<file path="config.mk">
export PLATFORM = sky130hd
export DESIGN_NAME = fifo_rd_ctrl
export DESIGN_NICKNAME = d
export VERILOG_FILES = /design/src/rtl/fifo_pkg.sv /design/src/rtl/fifo_out_buf.sv /design/src/rtl/fifo_rd_ctrl.sv
export SDC_FILE = /design/constraint.sdc
export NUM_CORES = 2
export LEC_CHECK = 0
export CAP_MARGIN = 5
export CORE_AREA = 2 2 444 446
export DETAILED_ROUTE_END_ITERATION = 10
export DIE_AREA = 0 0 446 448
export HOLD_SLACK_MARGIN = 0.08
export SYNTH_ARGS = -nofsm -noshare
export SYNTH_HDL_FRONTEND = slang
export SYNTH_HIERARCHICAL = 1
export SYNTH_SLANG_ARGS = --single-unit
</file>
<file path="constraint.sdc">
create_clock -name r_clk -period 60.1 [get_ports r_clk]
set_clock_uncertainty 0.2 [all_clocks]
set_input_delay 15.025 -clock r_clk [delete_from_list [all_inputs] [get_ports r_clk]]
set_output_delay 15.025 -clock r_clk [all_outputs]
set_load 0.02 [all_outputs]
</file>
<file path="src/rtl/fifo_pkg.sv">
// Shared defaults and pointer helpers for the asynchronous FIFO read side.
// Both the controller and the bench import these so they agree on sizes.
package fifo_pkg;

   localparam int DW_DEF      = 560;
   localparam int AW_DEF      = 4;
   localparam int RAM_LAT_DEF = 1;

   // Reflected binary Gray code; callers zero-extend into and truncate out of 32 bits.
   function automatic logic [31:0] bin2gray(input logic [31:0] b);
      return b ^ (b >> 1);
   endfunction

   // Output-buffer depth that covers the RAM pipeline plus one cycle of back-pressure slack.
   function automatic int buf_depth(input int ram_lat);
      return ram_lat + 2;
   endfunction

endpackage

</file>
<file path="src/rtl/fifo_out_buf.sv">
// Small in-order output buffer holding words returned from the FIFO RAM.
// Depth need not be a power of two; pointers wrap explicitly at DEPTH-1.
module fifo_out_buf #(
   parameter int DW    = 560,
   parameter int DEPTH = 3
) (
   input  logic          clk,
   input  logic          rst,
   input  logic          i_push,
   input  logic [DW-1:0] i_data,
   input  logic          i_pop,
   output logic [DW-1:0] o_data,
   output logic          o_full,
   output logic          o_empty
);

   localparam int PW = (DEPTH > 1) ? $clog2(DEPTH) : 1;
   localparam int CW = $clog2(DEPTH + 1);
   localparam logic [PW-1:0] LAST = PW'(DEPTH - 1);

   logic [DW-1:0] r_mem [DEPTH];
   logic [PW-1:0] r_wr_ptr;
   logic [PW-1:0] r_rd_ptr;
   logic [CW-1:0] r_count;

   function automatic logic [PW-1:0] ptr_inc(input logic [PW-1:0] p);
      return (p == LAST) ? '0 : p + 1'b1;
   endfunction

   // NOTE: the storage array has no reset; r_count alone decides which entries are live.
   always_ff @(posedge clk) begin
      if (i_push) begin
         r_mem[r_wr_ptr] <= i_data;
      end
   end

   always_ff @(posedge clk) begin
      if (rst) begin
         r_wr_ptr <= '0;
         r_rd_ptr <= '0;
         r_count  <= '0;
      end else begin
         if (i_push) r_wr_ptr <= ptr_inc(r_wr_ptr);
         if (i_pop)  r_rd_ptr <= ptr_inc(r_rd_ptr);
         case ({i_push, i_pop})
            2'b10:   r_count <= r_count + 1'b1;
            2'b01:   r_count <= r_count - 1'b1;
            default: r_count <= r_count;
         endcase
      end
   end

   assign o_data  = r_mem[r_rd_ptr];
   assign o_full  = (r_count == CW'(DEPTH));
   assign o_empty = (r_count == '0);

endmodule

</file>
<file path="src/rtl/fifo_rd_ctrl.sv">
// Read-domain controller of an asynchronous FIFO: drives the RAM read port
// and presents words through a credit-controlled valid/ready output buffer.
module fifo_rd_ctrl
   import fifo_pkg::*;
#(
   parameter int DW      = DW_DEF,
   parameter int AW      = AW_DEF,
   parameter int RAM_LAT = RAM_LAT_DEF
) (
   input  logic          r_clk,
   input  logic          r_rst,
   input  logic [AW:0]   wptr_gray_sync,
   output logic          r_empty,
   output logic [AW:0]   r_addr,
   output logic [AW:0]   rptr_gray,
   output logic          en_ram,
   input  logic [DW-1:0] r_data,
   output logic [DW-1:0] out_data,
   output logic          out_valid,
   input  logic          out_ready
);

   localparam int BUF_DEPTH = buf_depth(RAM_LAT);
   localparam int CW        = $clog2(BUF_DEPTH + 1);
   localparam logic [CW-1:0] CREDIT_INIT = CW'(BUF_DEPTH);

   logic [AW:0]        r_bin;
   logic [CW-1:0]      r_credit;
   logic [RAM_LAT-1:0] r_vld;

   logic        w_issue;
   logic        w_push;
   logic        w_pop;
   logic        w_buf_full;
   logic        w_buf_empty;
   logic [AW:0] w_bin_next;
   logic [AW:0] w_gray_next;

   // Credit counts free buffer slots not already promised to an in-flight read,
   // so a read is only launched when its data is guaranteed somewhere to land.
   assign w_issue     = ~r_empty & (r_credit != '0);
   assign w_bin_next  = r_bin + (AW + 1)'(w_issue);
   assign w_gray_next = (AW + 1)'(bin2gray(32'(w_bin_next)));
   assign w_push      = r_vld[RAM_LAT-1];
   assign w_pop       = ~w_buf_empty & out_ready;

   assign en_ram    = w_issue;
   assign r_addr    = r_bin;
   assign out_valid = ~w_buf_empty;

   always_ff @(posedge r_clk) begin
      if (r_rst) begin
         r_bin     <= '0;
         rptr_gray <= '0;
         r_empty   <= 1'b1;
         r_credit  <= CREDIT_INIT;
         r_vld     <= '0;
      end else begin
         r_bin     <= w_bin_next;
         rptr_gray <= w_gray_next;
         r_empty   <= (w_gray_next == wptr_gray_sync);
         r_vld     <= RAM_LAT'({r_vld, w_issue});
         case ({w_issue, w_pop})
            2'b10:   r_credit <= r_credit - 1'b1;
            2'b01:   r_credit <= r_credit + 1'b1;
            default: r_credit <= r_credit;
         endcase
      end
   end

   fifo_out_buf #(
      .DW    (DW),
      .DEPTH (BUF_DEPTH)
   ) u_out_buf (
      .clk     (r_clk),
      .rst     (r_rst),
      .i_push  (w_push),
      .i_data  (r_data),
      .i_pop   (w_pop),
      .o_data  (out_data),
      .o_full  (w_buf_full),
      .o_empty (w_buf_empty)
   );

   a_no_overflow: assert property (@(posedge r_clk) disable iff (r_rst) !(w_push && w_buf_full));

endmodule

</file>
After elaboration in Yosys (flattened, before gate mapping) --
Memories as Yosys holds them, arrays and structs flattened. A register that Yosys moved wholly into a read port is not among the register bits. Cells that the tools add are included. Widths: inputs -> output; s select.
Word-level totals: flip-flop bits (word level) 20, RAM bits 1680, bits of input ports 568, output and inout bits 573, word-level logic and storage cells 40, memories kept 1
Cells by class: add/subtract/negate cells 7, equal/unequal tests 7, multiplexer cells 8, bitwise gates (word level) 5, reductions and logical operators 4
Memory list:
- u_out_buf.r_mem | depth 3, bits a word 560, rd ports 1, clocked after memory_dff 1, write ports 1, RTL line fifo_out_buf.sv:21 | logic [DW-1:0] r_mem [DEPTH];
Operators by type and width (count):
- $add 2x1->2 const B | 4
- $eq 2x2->1 const B | 4
- $mux 2 | 4
- $pmux 2 s2 | 2
- $reduce_bool 2->1 | 3
- $add 5x1->5 | 1
- $eq 5x5->1 | 1
- $xor 5x4->5 | 1
- $eq 2x1->1 const B | 2
- $sub 2x1->2 const B | 2
- $and 1x1->1 | 2
- $logic_not 2->1 | 1
- $mux 1 | 2
- $not 1->1 | 2

Longest topological paths before layout --
depth after elaboration 5, mapped depth 10, gate-level depth less buffers 10

Hierarchy --
Netlist, hierarchy kept.
By module, submodules not included:
- fifo_out_buf | instances 1, cells each 3580, area each 62204.7 sq um, sequential area each 50608.5 sq um
- fifo_rd_ctrl | instances 1, cells each 69, area each 660.6 sq um, sequential area each 260.2 sq um

Worst setup path before layout --
Ideal clock, no wire load.
path type reg-to-reg, from register r_vld, to register u_out_buf.r_wr_ptr[0], library setup time 0.190 ns, data arrival time 41.364 ns, data required time 59.710 ns, path slack 18.346 ns, cell stages (with the launch flop) 4, path buffers 0, clock period less this slack 41.754 ns, cell sequence dfxtp_1 > inv_1 > nor3_1 > o21ba_2
RTL lines:
- start: declaration | RTL line fifo_rd_ctrl.sv:29 | logic [RAM_LAT-1:0] r_vld;
- start signal: assignment | RTL line fifo_rd_ctrl.sv:62 | r_vld <= RAM_LAT'({r_vld, w_issue});
- end signal: assignment | RTL line fifo_out_buf.sv:43 | if (i_push) r_wr_ptr <= ptr_inc(r_wr_ptr);
- end: declaration | RTL line fifo_out_buf.sv:22 | logic [PW-1:0] r_wr_ptr;

==> metrics <==
share of cells above drive strength 1 between 6 and 7%; Final ANT Viol Nets 0; post-CTS sizing 0; CP endpoint kind output pin; die area 200,000 um2; critical path's most frequent cell buf_4; placed insts 7,185; CTS buffer count between 150 and 200; Mapped Avg Cell Area 17.2 um2; Die H 448 um; Setup Fix Bufs, Post-CTS 0; initial antenna violation count 79; GPL Wtd Cong between 0.9 and 1; clock-pin slew on the worst setup and hold paths 60 ps; io pins 1,141; Synth Warn # 6; CP Max Fanout 53; pin count of the biggest net entering global routing 256; Cell Area, Synth 62,900 um2; Achievable Freq 44.9 MHz; Worst-Skew Late Latency between 800 and 900 ps; Setup TNS 0 ps; Final nets 5,395; actual slew at the worst max-slew pin 1270 ps; CTS H-tree lvls 4; crit-path cells buf_4, buf_4, buf_4, buf_4, buf_4, mux2i_1, o21ai_1, clkdlybuf4s50_1; DR vias/cell 4.67; first-pass GRT wire length 247,000 um; Synth Instances 3,648; total of max-cap violations 0; post-route insts no fill 7,549; RSZ-0062 raised after global routing no; RR Startpoint u_out_buf/r_wr_ptr[1]; final slew viol count 0; CP delay by family, top buffers and inverters; final hold vios 0; Initial Util 32.3%; final setup violation count 0; total gr overflow 0; crit start category register; Leak 25.5 nW; Rows 162; Synth-to-Final Area Change 31.6%; Overall Power 0.00317 W; DP Wirelength 120,000 um; TritonCTS clock tree built; CORE AREA about 200,000 um2; post-route clock period utilization 37.1%; # hold bufs at CTS 0; Setup Crit Path Kind register to output pin; DR WL/cell 23.6 um; maximum VDD drop 0.0000261 V; I/O Buffers 1,140; final WL 178,000 um; Max transition margin approximately 15%; Pwr Density 38.3 nW/um2; post-route minimum period 22,290 ps; syn_nets 4,220; Total GRT Usage around 17%; max incr delay on CP 850 ps; Worst Hold Class register to register; total number of vias 35,259; Die W 446 um; FILL cells 17,281; crit path DAT 7060 ps; # DRC 0; slowest CP cell buf_4; Required @ worst endpoint 44,880 ps; Clock Tree Buf Depth 3; initial DRC count roughly 2,700; DR pass1 iterations 5; vias in the first global route approximately 35,000; Root Driver clkbuf_16; status complete, no violations; hold_sp u_out_buf/r_rd_ptr[1]; CP bufs+invs 6; post-layout util 42.5%; CTS sink cnt 1,701
[power by group]
part           switching (W)  internal, W  total, W
logic               0.000416     0.000312  0.000728
clock network       0.000459     0.000609   0.00107
registers          0.0000169      0.00136   0.00138
[sequential cells by signal, summed over array words and instances (netlist names), named ones only]
register and cells:
u_out_buf/r_wr_ptr 2, r_vld 1, u_out_buf/r_rd_ptr 2, r_credit 2, rptr_gray 5, u_out_buf/r_mem 1680, r_addr 4, r_empty 1
u_out_buf/r_count 2
[area by class of cell]
| class | instances | area, um2 | area share, % |
|---|---|---|---|
| clock inverters | 118 | 1030 | 1.25 |
| repair buffers | 1184 | 11800 | 14.3 |
| clock buffers | 210 | 4670 | 5.64 |
| well taps | 2542 | 3180 | 3.84 |
| multi-input cells | 1752 | 11000 | 13.3 |
| diodes | 36 | 90.1 | 0.109 |
| inverters | 6 | 22.5 | 0.0272 |
| flip-flops and latches | 1701 | 50900 | 61.5 |
[layer usage]
metal	wire (um)	vias up	track usage (%)
li1	-	16248	-
met5	454	-	0
met2	85300	1216	27.4
met3	15100	421	6.32
met1	68300	17304	20.0
met4	9200	70	9.32
[worst register-to-register path: cells and delay by family, from the launching register on]
kind,cells,cell delay (ps)
buf+inv,3,2380
simple gates,2,660
flops,1,430
[path summary, 6_finish.rpt]
| check | to | slack, ps | cells past startpoint |
|---|---|---|---|
| setup / recovery | out_data[275] | 37810 | 8 |
| hold / removal | register | 310 | 2 |
| setup reg to reg | u_out_buf/r_mem[2][199] | 56020 | 5 |
| hold reg to reg | register | 310 | 2 |
[cells in the final DEF, fill, tap and decap left out, types with 30 or more instances in the layout]
| cell type | count |
|---|---|
| o21ai_0 | 163 |
| buf_4 | 36 |
| clkbuf_16 | 182 |
| o21ai_1 | 400 |
| clkinv_2 | 30 |
| edfxtp_1 | 1680 |
| clkinv_1 | 51 |
| clkdlybuf4s50_1 | 1140 |
| diode_2 | 36 |
| mux2i_1 | 561 |
| nand2_1 | 564 |
[through the flow]
stage	instance area [um2]	setup WS, ps	hold slack, ps
after global routing	82700	37440	355
after floorplan	62900	18350	252
after global placement	77000	38500	267
after detailed placement	77000	38510	321
final	82700	37810	313
after CTS	82700	37570	327
(Power assumes the default switching activity.)
